**config.mk**
```make
export PLATFORM = sky130hd
export DESIGN_NAME = calc3_port_issuer
export DESIGN_NICKNAME = d
export VERILOG_FILES = /design/src/rtl/calc3_port_issuer.sv
export SDC_FILE = /design/constraint.sdc
export NUM_CORES = 1
export LEC_CHECK = 0
export CAP_MARGIN = 5
export CORE_MARGIN = 2
export CORE_UTILIZATION = 25
export DETAILED_ROUTE_END_ITERATION = 16
export SLEW_MARGIN = 20
export SYNTH_ARGS = -nofsm -noshare
export SYNTH_HDL_FRONTEND = slang
export SYNTH_SLANG_ARGS = --single-unit
```
**constraint.sdc**
```tcl
create_clock -name clk -period 4.4 [get_ports clk]
set_input_delay 0.88 -clock clk [delete_from_list [all_inputs] [get_ports clk]]
set_output_delay 0.88 -clock clk [all_outputs]
set_load 0.05 [all_outputs]
```
**src/rtl/calc3_port_issuer.sv**
```systemverilog
// Issue stage for one calc3 command port: allocates 2-bit tags, drives one-cycle
// requests, matches responses back to tags and reports completions or timeouts.
module calc3_port_issuer #(
   parameter int MAX_OUTSTANDING = 4,
   parameter int TIMEOUT         = 64
) (
   input  logic        clk,
   input  logic        reset,
   input  logic        in_valid,
   output logic        in_ready,
   input  logic [3:0]  in_cmd,
   input  logic [3:0]  in_d1,
   input  logic [3:0]  in_d2,
   input  logic [3:0]  in_r1,
   input  logic [31:0] in_data,
   output logic [3:0]  req_cmd,
   output logic [3:0]  req_d1,
   output logic [3:0]  req_d2,
   output logic [3:0]  req_r1,
   output logic [31:0] req_data,
   output logic [1:0]  req_tag,
   input  logic [1:0]  out_resp,
   input  logic [31:0] out_data,
   input  logic [1:0]  out_tag,
   output logic        cpl_valid,
   output logic [1:0]  cpl_resp,
   output logic [31:0] cpl_data,
   output logic [1:0]  cpl_tag,
   output logic [3:0]  cpl_cmd,
   output logic [2:0]  outstanding,
   output logic        spurious_err
);

   localparam int            TW    = (TIMEOUT > 1) ? $clog2(TIMEOUT) : 1;
   localparam logic [TW-1:0] TC    = TW'(TIMEOUT - 1);
   localparam logic [2:0]    MAX_O = 3'(MAX_OUTSTANDING);

   logic [3:0]    busy;
   logic [3:0]    cmd_tbl [4];
   logic [TW-1:0] timer   [4];

   logic       accept;
   logic       issue;
   logic [1:0] alloc_tag;
   logic [3:0] alloc_mask;
   logic       resp_hit;
   logic       resp_spur;
   logic [3:0] tmo_cand;
   logic       cpl_fire;
   logic       cpl_is_tmo;
   logic [1:0] cpl_sel;
   logic [3:0] free_mask;

   // Ready depends only on registered state, and is forced low while in reset.
   assign in_ready = reset && (outstanding < MAX_O) && (busy != 4'hf);
   assign accept   = in_valid && in_ready;
   assign issue    = accept && (in_cmd != 4'd0);

   assign resp_hit  = (out_resp != 2'd0) &&  busy[out_tag];
   assign resp_spur = (out_resp != 2'd0) && !busy[out_tag];

   always_comb begin
      alloc_tag = 2'd0;
      for (int i = 3; i >= 0; i--) begin
         if (!busy[i]) alloc_tag = 2'(i);
      end
      alloc_mask = issue ? (4'b0001 << alloc_tag) : 4'b0000;
   end

   // A response on a tag that has just reached terminal count beats its timeout.
   always_comb begin
      for (int i = 0; i < 4; i++) begin
         tmo_cand[i] = busy[i] && (timer[i] == TC) && !(resp_hit && (out_tag == 2'(i)));
      end
   end

   always_comb begin
      cpl_fire   = 1'b0;
      cpl_is_tmo = 1'b0;
      cpl_sel    = 2'd0;
      if (resp_hit) begin
         cpl_fire = 1'b1;
         cpl_sel  = out_tag;
      end else begin
         for (int i = 3; i >= 0; i--) begin
            if (tmo_cand[i]) begin
               cpl_fire   = 1'b1;
               cpl_is_tmo = 1'b1;
               cpl_sel    = 2'(i);
            end
         end
      end
      free_mask = cpl_fire ? (4'b0001 << cpl_sel) : 4'b0000;
   end

   always_ff @(posedge clk or negedge reset) begin
      if (!reset) begin
         busy         <= 4'b0000;
         outstanding  <= 3'd0;
         spurious_err <= 1'b0;
         for (int i = 0; i < 4; i++) begin
            cmd_tbl[i] <= 4'd0;
            timer[i]   <= '0;
         end
      end else begin
         busy        <= (busy & ~free_mask) | alloc_mask;
         outstanding <= outstanding + 3'(issue) - 3'(cpl_fire);
         if (resp_spur) spurious_err <= 1'b1;
         for (int i = 0; i < 4; i++) begin
            if (alloc_mask[i]) begin
               cmd_tbl[i] <= in_cmd;
               timer[i]   <= '0;
            end else if (busy[i] && (timer[i] != TC)) begin
               timer[i] <= timer[i] + 1'b1;
            end
         end
      end
   end

   always_ff @(posedge clk or negedge reset) begin
      if (!reset) begin
         req_cmd  <= 4'd0;
         req_d1   <= 4'd0;
         req_d2   <= 4'd0;
         req_r1   <= 4'd0;
         req_data <= 32'd0;
         req_tag  <= 2'd0;
      end else if (issue) begin
         req_cmd  <= in_cmd;
         req_d1   <= in_d1;
         req_d2   <= in_d2;
         req_r1   <= in_r1;
         req_data <= in_data;
         req_tag  <= alloc_tag;
      end else begin
         req_cmd  <= 4'd0;
         req_d1   <= 4'd0;
         req_d2   <= 4'd0;
         req_r1   <= 4'd0;
         req_data <= 32'd0;
         req_tag  <= 2'd0;
      end
   end

   always_ff @(posedge clk or negedge reset) begin
      if (!reset) begin
         cpl_valid <= 1'b0;
         cpl_resp  <= 2'd0;
         cpl_data  <= 32'd0;
         cpl_tag   <= 2'd0;
         cpl_cmd   <= 4'd0;
      end else if (cpl_fire) begin
         cpl_valid <= 1'b1;
         cpl_resp  <= cpl_is_tmo ? 2'd3 : out_resp;
         cpl_data  <= cpl_is_tmo ? 32'd0 : out_data;
         cpl_tag   <= cpl_sel;
         cpl_cmd   <= cmd_tbl[cpl_sel];
      end else begin
         cpl_valid <= 1'b0;
         cpl_resp  <= 2'd0;
         cpl_data  <= 32'd0;
         cpl_tag   <= 2'd0;
         cpl_cmd   <= 4'd0;
      end
   end

endmodule

```
## Word level (Yosys, flattened, before mapping)

Index checks and enable logic that the tools add are counted.

| storage, ports and cells | value |
|---|---|
| bits in registers | 139 |
| word-level logic and storage cells | 126 |
| output and inout port bits | 96 |

| operators by class | value |
|---|---|
| mux-type cells | 43 |
| shifts and indexed selects | 2 |
| add/sub/neg operators | 6 |
| reduce and logical (&&, ||, !) cells | 34 |
| $lt $le $gt $ge | 3 |
| eq/ne operators | 12 |
| bitwise operators | 4 |

Operators by type and width:

| operator | count |
|---|---|
| two-way mux 32 bit | 3 |
| two-way mux 6 bit | 8 |
| two-way mux 4 bit | 9 |
| two-way mux 2 bit | 13 |
| adder 6 x 1 -> 6 bit, second input constant | 4 |
| equality test 6 bit, second input constant | 4 |
| inequality test 6 bit, second input constant | 4 |
| logical AND 1 bit | 22 |
| nonzero test 2 bit | 5 |
| binary-select mux 4 bit (select 2 bit) | 1 |
| two-way mux 1 bit | 8 |
| << shifter 1 x 2 -> 4 bit, first input constant | 2 |
| zero test 1 bit | 5 |
| AND 4 bit | 1 |
| equality test 2 bit, second input constant | 2 |
| inequality test 4 bit, second input constant | 1 |
| inverter 4 bit | 1 |
| OR 4 bit | 1 |
| nonzero test 4 bit | 1 |
| adder 3 x 1 -> 3 bit | 1 |
| >= comparator 3 bit, second input constant | 1 |
| less-than comparator 2 x 3 -> 1 bit, second input constant | 1 |
| less-than comparator 3 bit, second input constant | 1 |
| inverter 2 -> 3 bit | 1 |
| other kinds (4) | 4 |

## Logic depth before layout (Yosys ltp)

Gate-level depths: netlist of run 1.

| depth | value |
|---|---|
| depth after elaboration | 16 |
| depth in mapped cells | 12 |
| mapped depth without buffers | 12 |

## Least setup slack after synthesis of run 1

No wires, ideal clock.

| timing path | value |
|---|---|
| path type | in2reg |
| start point | input port reset |
| end point | register outstanding[2] |
| buffers on the path | 1 |
| cell stages on the path | 10 |
| data required time | 4259 ps |
| arrival | 2992 ps |
| path slack | 1267 ps |
| cells stage by stage | and3b_1 and3_1 buf_4 inv_2 ha_1 inv_1 ha_1 fa_1 xor2_1 xnor2_1 |

| between the ends | value |
|---|---|
| longest elaborated chain between the ends | 6 |

RTL lines:

| element | RTL line | RTL |
|---|---|---|
| start: declaration | 8 | `input logic reset,` |
| logical AND 1 bit (2 in series) | 55 | `assign in_ready = reset && (outstanding < MAX_O) && (busy != 4'hf);` |
| logical AND 1 bit | 56 | `assign accept = in_valid && in_ready;` |
| logical AND 1 bit | 57 | `assign issue = accept && (in_cmd != 4'd0);` |
| adder 3 x 1 -> 3 bit | 107 | `outstanding <= outstanding + 3'(issue) - 3'(cpl_fire);` |
| subtractor 3 x 1 -> 3 bit | 107 |  |
| end signal: assignment | 107 |  |
| end: declaration | 30 | `output logic [2:0] outstanding,` |

Every way passes these cells.
A chain may end at the register's enable or synchronous reset.

## Final worst setup path of run 1

| timing path | value |
|---|---|
| start point | input port out_tag[1] |
| end point | register outstanding[2] |

| between the ends | value |
|---|---|
| longest elaborated chain between the ends | 12 |
| elaborated cells between the ends (all ways) | 25 |
| those cells by class | add/sub (1); eq/ne (3); mux (7); reduce/logical (14) |

RTL lines:

| element | RTL line | RTL |
|---|---|---|
| start: declaration | 24 | `input logic [1:0] out_tag,` |
| binary-select mux 1 bit (select 2 bit) | 59 | `assign resp_hit = (out_resp != 2'd0) && busy[out_tag];` |
| two-way mux 1 bit (not written as such) | 59 |  |
| logical AND 1 bit | 59 |  |
| logical AND 1 bit | 73 | `tmo_cand[i] = busy[i] && (timer[i] == TC) && !(resp_hit && (out_tag == 2'(i)));` |
| zero test 1 bit | 73 |  |
| logical AND 1 bit | 73 |  |
| two-way mux 1 bit (4 in series) | 86 | `if (tmo_cand[i]) begin` |
| two-way mux 1 bit (*) | 81 | `if (resp_hit) begin` |
| via cpl_fire | 49 | `logic cpl_fire;` |
| subtractor 3 x 1 -> 3 bit (*) | 107 |  |

Mark *: on every way through the listed nets, which the timed path passes. The rest lies on a longest branch. The select of a mux whose other input is x is not followed.

==> results.toml, run 1 <==
[final_layout]
n_antenna_cell = 0
final_nets = 696
drive_above_1_share_pct = 10.9
syn2layout_area_growth_pct = 50.4
post-route-util_pct = 38.2

[logic_synthesis]
synth_top_flop_cell = "dfrtp_1"
synth.cell_area_um2 = 5340
synth_compound_area_share_pct = 3.72
synth_adder_area_share_pct = 1.78
synth.area.mux_share_pct = 6.46
synthSimpleGateAreaFrac_pct = 17.0
yosys_warnings = 0
syn-num-nets = 503
syn_area_per_cell_um2 = 13.1
synthArstFlopShare_pct = 100
synth_top_family_by_area = "simple AND/OR/NAND/NOR gates"
syn_inst = 409
synth_top_cell_area_share_pct = 65.1
ys_seq_area_share_pct = 65.1
yosysUniqueCellTypes = 48
synth-seq-cells = 139
synth_edf_count = 0
yosys-top-cells-area = "dfrtp_1, and2_1, xor2_1"
synth-xor-area-share_pct = 3.61
synth_top_cell_by_area = "dfrtp_1"

[timing]
final.setup.tns_ns = 0
hold_viol_final = 0
fmax_mhz = 299
period_needed_ns = 3.34
grt_setup_unrepaired = "no"
max_slew_margin_pct = 37.1
worst_pin_slew_ns = 0.943
skew_ns = 0.00938
setup_viol = 0
finalMaxSlewViolations = 0
fin_crit_sh_pct = 75.9

[clock_tree]
ctsLongestPathBuffers = 2
cts.sinks = 139
cts_tree = "yes"
cts_root_buf = "clkbuf_16"
cts_hold_buffers = 0
worst_skew_pair.late_latency_ns = 0.42
cts_setup_buffers = 0
numCtsBuffers = 17
htreeDepth = 4
clk_pin_slew_worst_paths_ns = 0.06
cts-resized-gates = 0

[setup_path]
critPathArrivalTime_ns = 3.63
reg2reg_depth = 12
crit_path_start_kind = "input port"
r2r_start = "timer[12]"
crit_path_cell_trace = "clkdlybuf4s50_1 > o21bai_1 > or4_1 > a21oi_1 > nand2b_1 > ha_1 > inv_1 > ha_1 > fa_1 > xor2_1 > xnor2_1"
crit_type = "in -> reg"
cp.required_ns = 4.69
ff2ff_setup_slack_ns = 1.22
crit_top_cell = "ha_1"
critPathTopFamily = "adder cells"
end_kind = "flop"
critPathMaxFanout = 4
startpoint = "out_tag[1]"
crit_slowest_cell = "or4_1"
r2r_end = "outstanding[2]"
cp_num_buf_inv = 2
critPathMaxStageDelay_ns = 0.50

[global_route]
grt_pass1_wl_mm = 20.2
grt_pass1_vias = 3916
grt_overflow = 0
grt_max_degree = 77
antenna_found_initial = 0
grt_usage_pct = 11.8

[floorplanning]
die_w_um = 150
initial_core_util_pct = 25.4
core_area_um2 = 21000
fp-row-count = 53
die-area_um2 = 22600
die_h_um = 150
ios = 183

[power_and_ir_drop]
ir_drop_uv = 257
p_leak_nw = 3.61
pwr_density_cell_nw_per_um2 = 573

[route]
drt_wl_total_mm = 12.9
ant_nets = 0
drt_first_pass_iters = 4
num_vias = 3690
drt_iter0_drc = 152
wl_per_cell_um = 14.5
via_per_inst = 4.15
drc_errors = 0

[placement]
io_buffers = 182
globalplace.congestion = 0.749
dp_hpwl_mm = 9.44

[flow_run]
drv_cap = 0

[worst_hold_path]
hold_depth = 1
hold_path_end = "cmd_tbl[0]"
hp-start = "cmd_tbl[0]"
min_path_type = "reg -> reg"

[status]
status = "finished, final reports clean"
## where the power goes
part	total, mW	leakage (nW)	switching (mW)	internal (mW)
Clock	1.35	0.276	0.595	0.760
Sequential	1.79	1.83	0.213	1.58
Combinational	1.46	1.50	0.864	0.595
## cells in the mapped netlist (2+ instances only)
cell type and count:
dfrtp_1 139, and2_1 74, nor2_1 30, xor2_1 17, nand2_1 15, mux2i_1 14, and3_1 13, mux2_2 12
inv_1 9, clkbuf_1 7, ha_1 6, nand4_1 6, o22ai_1 5, xnor2_1 5, a31oi_1 4, o21ai_0 4
a21o_1 3, a21oi_1 3, buf_2 3, mux2_4 3, nand2b_1 3, and2_2 2, and4_1 2, nand3_1 2
nor3_1 2, o21bai_1 2, or2_2 2, or4_1 2
## through the flow
stage          worst slack (ns)  hold slack [ns]  area, um2  total power, mW  cells
6_report                   1.06            0.495       8040             4.60    890
5_1_grt                   0.923            0.511       8040             4.87    890
4_1_cts                    1.06            0.503       8040             4.67    890
3_5_place_dp              0.627            0.488       7470             3.29    858
3_3_place_gp              0.678            0.490       7470             3.22    858
2_1_floorplan              1.27            0.458       5340             2.76    409
## flip-flops by register name, summed over array words and instances (netlist names)
signal        flops
cpl_cmd           4
req_d2            4
cpl_resp          2
req_tag           2
cpl_data         32
cpl_tag           2
spurious_err      1
req_cmd           4
req_data         32
timer            24
outstanding       3
req_r1            4
req_d1            4
busy              4
cpl_valid         1
cmd_tbl          16
## cell families after synthesis
logic type,Yosys count
buf+inv,24
xor+xnor,22
simple gates,160
mux,31
flops,139
fa+ha+maj,7
compound gates,26
## routing by layer
| layer | global-route usage [%] | wire length [um] |
|---|---|---|
| met5 | 0 | 0 |
| met4 | 4.95 | 332 |
| met3 | 4.18 | 971 |
| met2 | 19.8 | 6270 |
| met1 | 13.7 | 5370 |
## how the worst max path moves through the flow
stage	to	slack (ns)	cells past startpoint
after CTS	outstanding[2]	1.06	11
after detailed placement	outstanding[2]	0.63	11
after floorplan	outstanding[2]	1.27	10
after global placement	outstanding[2]	0.68	11
final	outstanding[2]	1.06	11
after global routing	outstanding[2]	0.92	10
## layout make-up
type / instances / area, um2
fillers: 2014 / 13000
clock inverters: 14 / 126
multi-input cells: 246 / 1740
repair buffers: 188 / 1870
well taps: 275 / 344
inverters: 10 / 37.5
flip-flops and latches: 139 / 3480
clock buffers: 18 / 439
## placed cells by master, fill, tap and decap left out, drive strengths merged, types with 15 or more instances in the layout
| cell | n |
|---|---|
| clkdlybuf4s50 | 181 |
| dfrtp | 139 |
| and2 | 77 |
| nor2 | 31 |
| inv | 19 |
| clkbuf | 18 |
| xor2 | 17 |
| mux2 | 16 |
| nand2 | 15 |
| mux2i | 15 |
## worst reg2reg max path, cell delays in order (launching register included)
cell and delay (ns):
dfrtp_1 0.40, ha_1 0.22, and3_1 0.21, and4_1 0.26
or4_1 0.41, a21oi_1 0.24, nand2b_1 0.12, ha_1 0.29
inv_1 0.04, ha_1 0.18, fa_1 0.38, xor2_1 0.18
xnor2_1 0.13
Note: power is estimated with default switching activity, not from simulation.
==> inputs of run 2 (changes only) <==
clock period = 3.1 ns   (was 4.4 ns; I/O delays follow)
==> run 2 against run 1 <==
Against the previous run: count of clock-buffer cells in the layout increased by 2; sequential share of layout area decreased by 1.5 points; highest routed layer unchanged; setup slack got worse by 0.93 ns.
==> results.toml, run 2 (synthesis gave the netlist of run 1 again) <==
[power_and_ir_drop]
pwr-share-seq_pct = 36.3
p_comb_share_pct = 31.6
pwr_density_cell_nw_per_um2 = 836
ir_drop_uv = 418
netSwitchingFraction_pct = 33.4
switching_power_mw = 2.33
intPower_mw = 4.63
p_leak_nw = 3.76
clock_power_share_pct = 32.1

[final_layout]
final_nets = 717
post-route-util_pct = 39.6
syn2layout_area_growth_pct = 55.9
final_common_cell = "clkdlybuf4s50_1"
reg_top3 = "cpl_data x32, req_data x32, timer x24"
n_antenna_cell = 0
fillCellCount = 1977
drive_above_1_share_pct = 14.5
final_cell_mix = "clkdlybuf4s50_1, dfrtp_1, and2_1"

[floorplanning]
ios = 183
die_w_um = 150
fp-row-count = 53
initial_core_util_pct = 25.4
die_h_um = 150
core_area_um2 = 21000
die-area_um2 = 22600

[setup_path]
r2r_start = "timer[12]"
critPathTopFamily = "adder cells"
crit_slowest_cell = "or4_1"
crit_path_start_kind = "flop"
critPathArrivalTime_ns = 3.26
crit_top_cell = "ha_2"
crit_type = "reg -> reg"
crit_path_cell_trace = "ha_2 > and3_1 > and4_1 > or4_1 > a21oi_2 > nand2b_1 > ha_1 > inv_1 > ha_2 > fa_2 > xor2_2 > xnor2_1"
critPathMaxStageDelay_ns = 0.41
cp.required_ns = 3.39
critPathMaxFanout = 3
startpoint = "timer[12]"
end_kind = "flop"
cp_num_buf_inv = 1

[global_route]
antenna_found_initial = 0
grt_pass1_vias = 4089
grt_overflow = 0
grt_usage_pct = 12.1
grt_pass1_wl_mm = 21.0
grt_max_degree = 91

[placement]
globalplace.congestion = 0.748
dp_hpwl_mm = 9.66
io_buffers = 182

[worst_hold_path]
min_path_type = "in -> async"

[route]
via_per_inst = 4.16
num_vias = 3789
drc_errors = 0
ant_nets = 0
drt_first_pass_iters = 6
wl_per_cell_um = 14.6
drt_wl_total_mm = 13.3
drt_iter0_drc = 116

[timing]
fmax_mhz = 337
skew_ns = 0.00612
fin_crit_sh_pct = 95.8
max_slew_margin_pct = 36.9
setup_viol = 0
period_needed_ns = 2.97
worst_pin_slew_ns = 0.943
hold_viol_final = 0
hold_slack_ns = 0.326
finalMaxSlewViolations = 0

[clock_tree]
clk_pin_slew_worst_paths_ns = 0.06
cts_tree = "yes"
cts_root_buf = "clkbuf_16"
htreeDepth = 4
numCtsBuffers = 17
ctsLongestPathBuffers = 2
worst_skew_pair.late_latency_ns = 0.41
cts.sinks = 139

[flow_run]
drv_cap = 0

[status]
status = "finished, final reports clean"
==> run 2: timing repair <==
action | 4_1_cts | 5_1_grt
endpoints found under the setup margin | 1 | 1
hold buffers | 0 | 0
pin swaps | 0 | 3
buffers inserted | 0 | 3
gates resized for setup | 1 | 4
==> run 2: final timing paths <==
kind / to / slack, ns / cells past startpoint
max in group asynchronous: cpl_tag[1] / 1.57 / 3
worst max-delay path: outstanding[2] / 0.13 / 12
min in group clk: cmd_tbl[0] / 0.49 / 1
worst min-delay path: req_d2[1] / 0.33 / 2
worst min register to register: cmd_tbl[0] / 0.49 / 1
worst max register to register: outstanding[2] / 0.13 / 12
==> run 2: metal layers <==
layer  share of wire [%]  GRT usage [%]  up-vias
met4                 1.9           4.53        0
met2                  49           20.4      134
li1                    -              -     1769
met1                  43           14.6     1867
met5                   0              0        -
met3                 6.8           3.79       19
==> run 2: layout make-up <==
| cell class | count | area (um2) | share of cell area [%] |
|---|---|---|---|
| Clock inverter | 12 | 209 | 2.51 |
| Tap cell | 275 | 344 | 4.13 |
| Inverter | 10 | 37.5 | 0.451 |
| Timing Repair Buffer | 209 | 2050 | 24.6 |
| Clock buffer | 20 | 447 | 5.36 |
| Sequential cell | 139 | 3480 | 41.8 |
| Multi-Input combinational cell | 246 | 1760 | 21.1 |
==> run 2: through the flow <==
stage / setup slack (ns) / instance area [um2] / total power, mW / std cells / TNS [ns]
6_report: 0.130 / 8330 / 6.96 / 911 / 0
5_1_grt: -0.0106 / 8330 / 7.36 / 911 / -0.0106
4_1_cts: 0.0173 / 8290 / 7.02 / 908 / 0
3_5_place_dp: -0.321 / 7630 / 4.74 / 876 / -0.401
3_3_place_gp: -0.215 / 7630 / 4.65 / 876 / -0.215
2_1_floorplan: 0.137 / 5340 / 3.92 / 409 / 0
==> run 2: power groups by stage <==
stage	combinational [mW]	sequential, mW	clock [mW]
floorplan	0.875	3.05	0
global placement	2.11	2.53	0
detailed placement	2.18	2.56	0
CTS	2.19	2.53	2.30
global route	2.39	2.59	2.38
finish	2.20	2.53	2.24
==> inputs of run 3 (changes only) <==
MAX_ROUTING_LAYER = met4   (was default)
SETUP_SLACK_MARGIN = 0.4   (was default)
==> run 3 against run 2 <==
Against the previous run: first-iteration DRC count decreased by 8.6%; largest cell class unchanged; critical endpoint unchanged; global-route usage increased by 0.14 points; die area unchanged; fmax increased by 5.3%; critical path type is now in -> reg; critical path depth decreased by 1; count of clock-buffer cells in the layout decreased by 3.
==> results.toml, run 3 (synthesis gave the netlist of run 1 again) <==
[route]
drt_wl_total_mm = 13.2
via_per_inst = 4.19
drt_first_pass_iters = 4
drc_errors = 0
ant_nets = 0
wl_per_cell_um = 14.5
num_vias = 3812
drt_iter0_drc = 106

[worst_hold_path]
min_path_type = "in -> async"

[placement]
dp_hpwl_mm = 9.59
placed_area_um2 = 7610
globalplace.congestion = 0.775
io_buffers = 182

[power_and_ir_drop]
p_comb_share_pct = 32.5
ir_drop_uv = 383
pwr-share-seq_pct = 37.4
netSwitchingFraction_pct = 34.6
clock_power_share_pct = 30.1
intPower_mw = 4.45
switching_power_mw = 2.35
p_leak_nw = 3.73
pwr_density_cell_nw_per_um2 = 819
power.total_mw = 6.79

[final_layout]
final_common_cell = "clkdlybuf4s50_1"
reg_top3 = "cpl_data x32, req_data x32, timer x24"
final_area_um2 = 8300
final_nets = 717
drive_above_1_share_pct = 15.6
final_cell_mix = "clkdlybuf4s50_1, dfrtp_1, and2_1"
n_antenna_cell = 0
fillCellCount = 1987
layout.area.seq_um2 = 3480
multi_input_area_um2 = 1790
syn2layout_area_growth_pct = 55.3

[timing]
grt_setup_unrepaired = "yes"
fmax_mhz = 355
skew_ns = 0.00811
worst_pin_slew_ns = 0.943
hold_viol_final = 0
fin_crit_sh_pct = 91.0
period_needed_ns = 2.82
hold_slack_ns = 0.399
setup_viol = 0
max_slew_margin_pct = 37.1
finalMaxSlewViolations = 0

[setup_path]
end_kind = "flop"
r2r_end = "outstanding[2]"
critPathTopFamily = "adder cells"
reg2reg_depth = 12
crit_path_cell_trace = "clkdlybuf4s50_1 > o21bai_1 > or4_4 > a21oi_2 > nand2b_1 > ha_1 > inv_1 > ha_2 > fa_2 > xor2_1 > xnor2_1"
cp_num_buf_inv = 2
critPathMaxFanout = 4
cp.required_ns = 3.39
r2r_start = "timer[12]"
critPathArrivalTime_ns = 3.11
crit_path_start_kind = "input port"
crit_slowest_cell = "clkdlybuf4s50_1"
crit_type = "in -> reg"
ff2ff_setup_slack_ns = 0.28
critPathMaxStageDelay_ns = 0.52

[floorplanning]
fp-row-count = 53
core_area_um2 = 21000
die_w_um = 150
die-area_um2 = 22600
ios = 183
die_h_um = 150
initial_core_util_pct = 25.4

[clock_tree]
ctsLongestPathBuffers = 2
htreeDepth = 4
cts_tree = "yes"
cts_root_buf = "clkbuf_16"
clk_pin_slew_worst_paths_ns = 0.06
worst_skew_pair.late_latency_ns = 0.41
cts_hold_buffers = 0
numCtsBuffers = 17
cts.sinks = 139

[global_route]
grt_usage_pct = 12.3
grt_pass1_vias = 3911
antenna_found_initial = 0
grt_pass1_wl_mm = 20.5
grt_max_degree = 75
grt_overflow = 0

[status]
status = "finished, final reports clean"

[flow_run]
drv_cap = 0
## run 3: cell types whose count changed in the layout (fill, tap and decap cells not counted), sizes merged
cell,before,now
clkinv,2,5
bufinv,5,3
buf,29,28
clkbuf,20,18
## run 3: layout make-up
| cell class | count | area share, % |
|---|---|---|
| flip-flops and latches | 139 | 41.9 |
| repair buffers | 209 | 24.8 |
| multi-input cells | 246 | 21.6 |
| clock buffers | 17 | 5.13 |
| well taps | 275 | 4.15 |
| clock inverters | 13 | 2.02 |
| inverters | 10 | 0.452 |
## run 3: power by group through the flow
stage	Combinational [mW]	Sequential, mW	Clock [mW]
6_report	2.21	2.54	2.04
5_1_grt	2.39	2.60	2.20
4_1_cts	2.23	2.55	2.11
3_5_place_dp	2.17	2.57	0
3_3_place_gp	2.10	2.55	0
2_1_floorplan	0.880	3.05	0
## run 3: what timing repair did
item | in CTS | in global routing
buffers inserted | 5 | 2
gates resized for setup | 8 | 4
pin swaps | 3 | 4
setup endpoints to repair | 22 | 11
## run 3: metrics by stage
stage | cells | TNS (ns) | setup slack (ns) | util [%]
2_1_floorplan | 409 | 0 | 0.234 | -
3_3_place_gp | 872 | -0.158 | -0.158 | 36.2
3_5_place_dp | 872 | -1.09 | -0.188 | 36.2
4_1_cts | 907 | 0 | 0.232 | 39.3
5_1_grt | 909 | 0 | 0.145 | 39.5
6_report | 909 | 0 | 0.279 | 39.5
## run 3: how the worst max path moves through the flow
stage / startpoint / endpoint / slack [ns] / cells past startpoint
4_1_cts: timer[13] / outstanding[2] / 0.23 / 12
3_3_place_gp: out_resp[1] / outstanding[2] / -0.16 / 11
2_1_floorplan: timer[12] / outstanding[2] / 0.23 / 12
6_report: out_resp[1] / outstanding[2] / 0.28 / 11
3_5_place_dp: out_resp[1] / outstanding[2] / -0.19 / 11
5_1_grt: timer[12] / outstanding[2] / 0.15 / 12
## run 3: worst register-to-register path: stages (launching register included)
cell and delay [ns]:
dfrtp_1 0.38, ha_2 0.19, and3_4 0.18, and4_4 0.19, or4_4 0.41, a21oi_2 0.15, nand2b_1 0.09, ha_1 0.27
inv_1 0.04, ha_2 0.16, fa_2 0.33, xor2_1 0.17, xnor2_1 0.12
## run 3: routing by layer
layer / global-route usage [%] / routed length [um] / vias up
met2: 19.8 / 6370 / 141
met4: 3.87 / 171 / 0
met5: - / 0 / -
met3: 4.06 / 923 / 16
met1: 14.6 / 5740 / 1888
li1: - / - / 1767
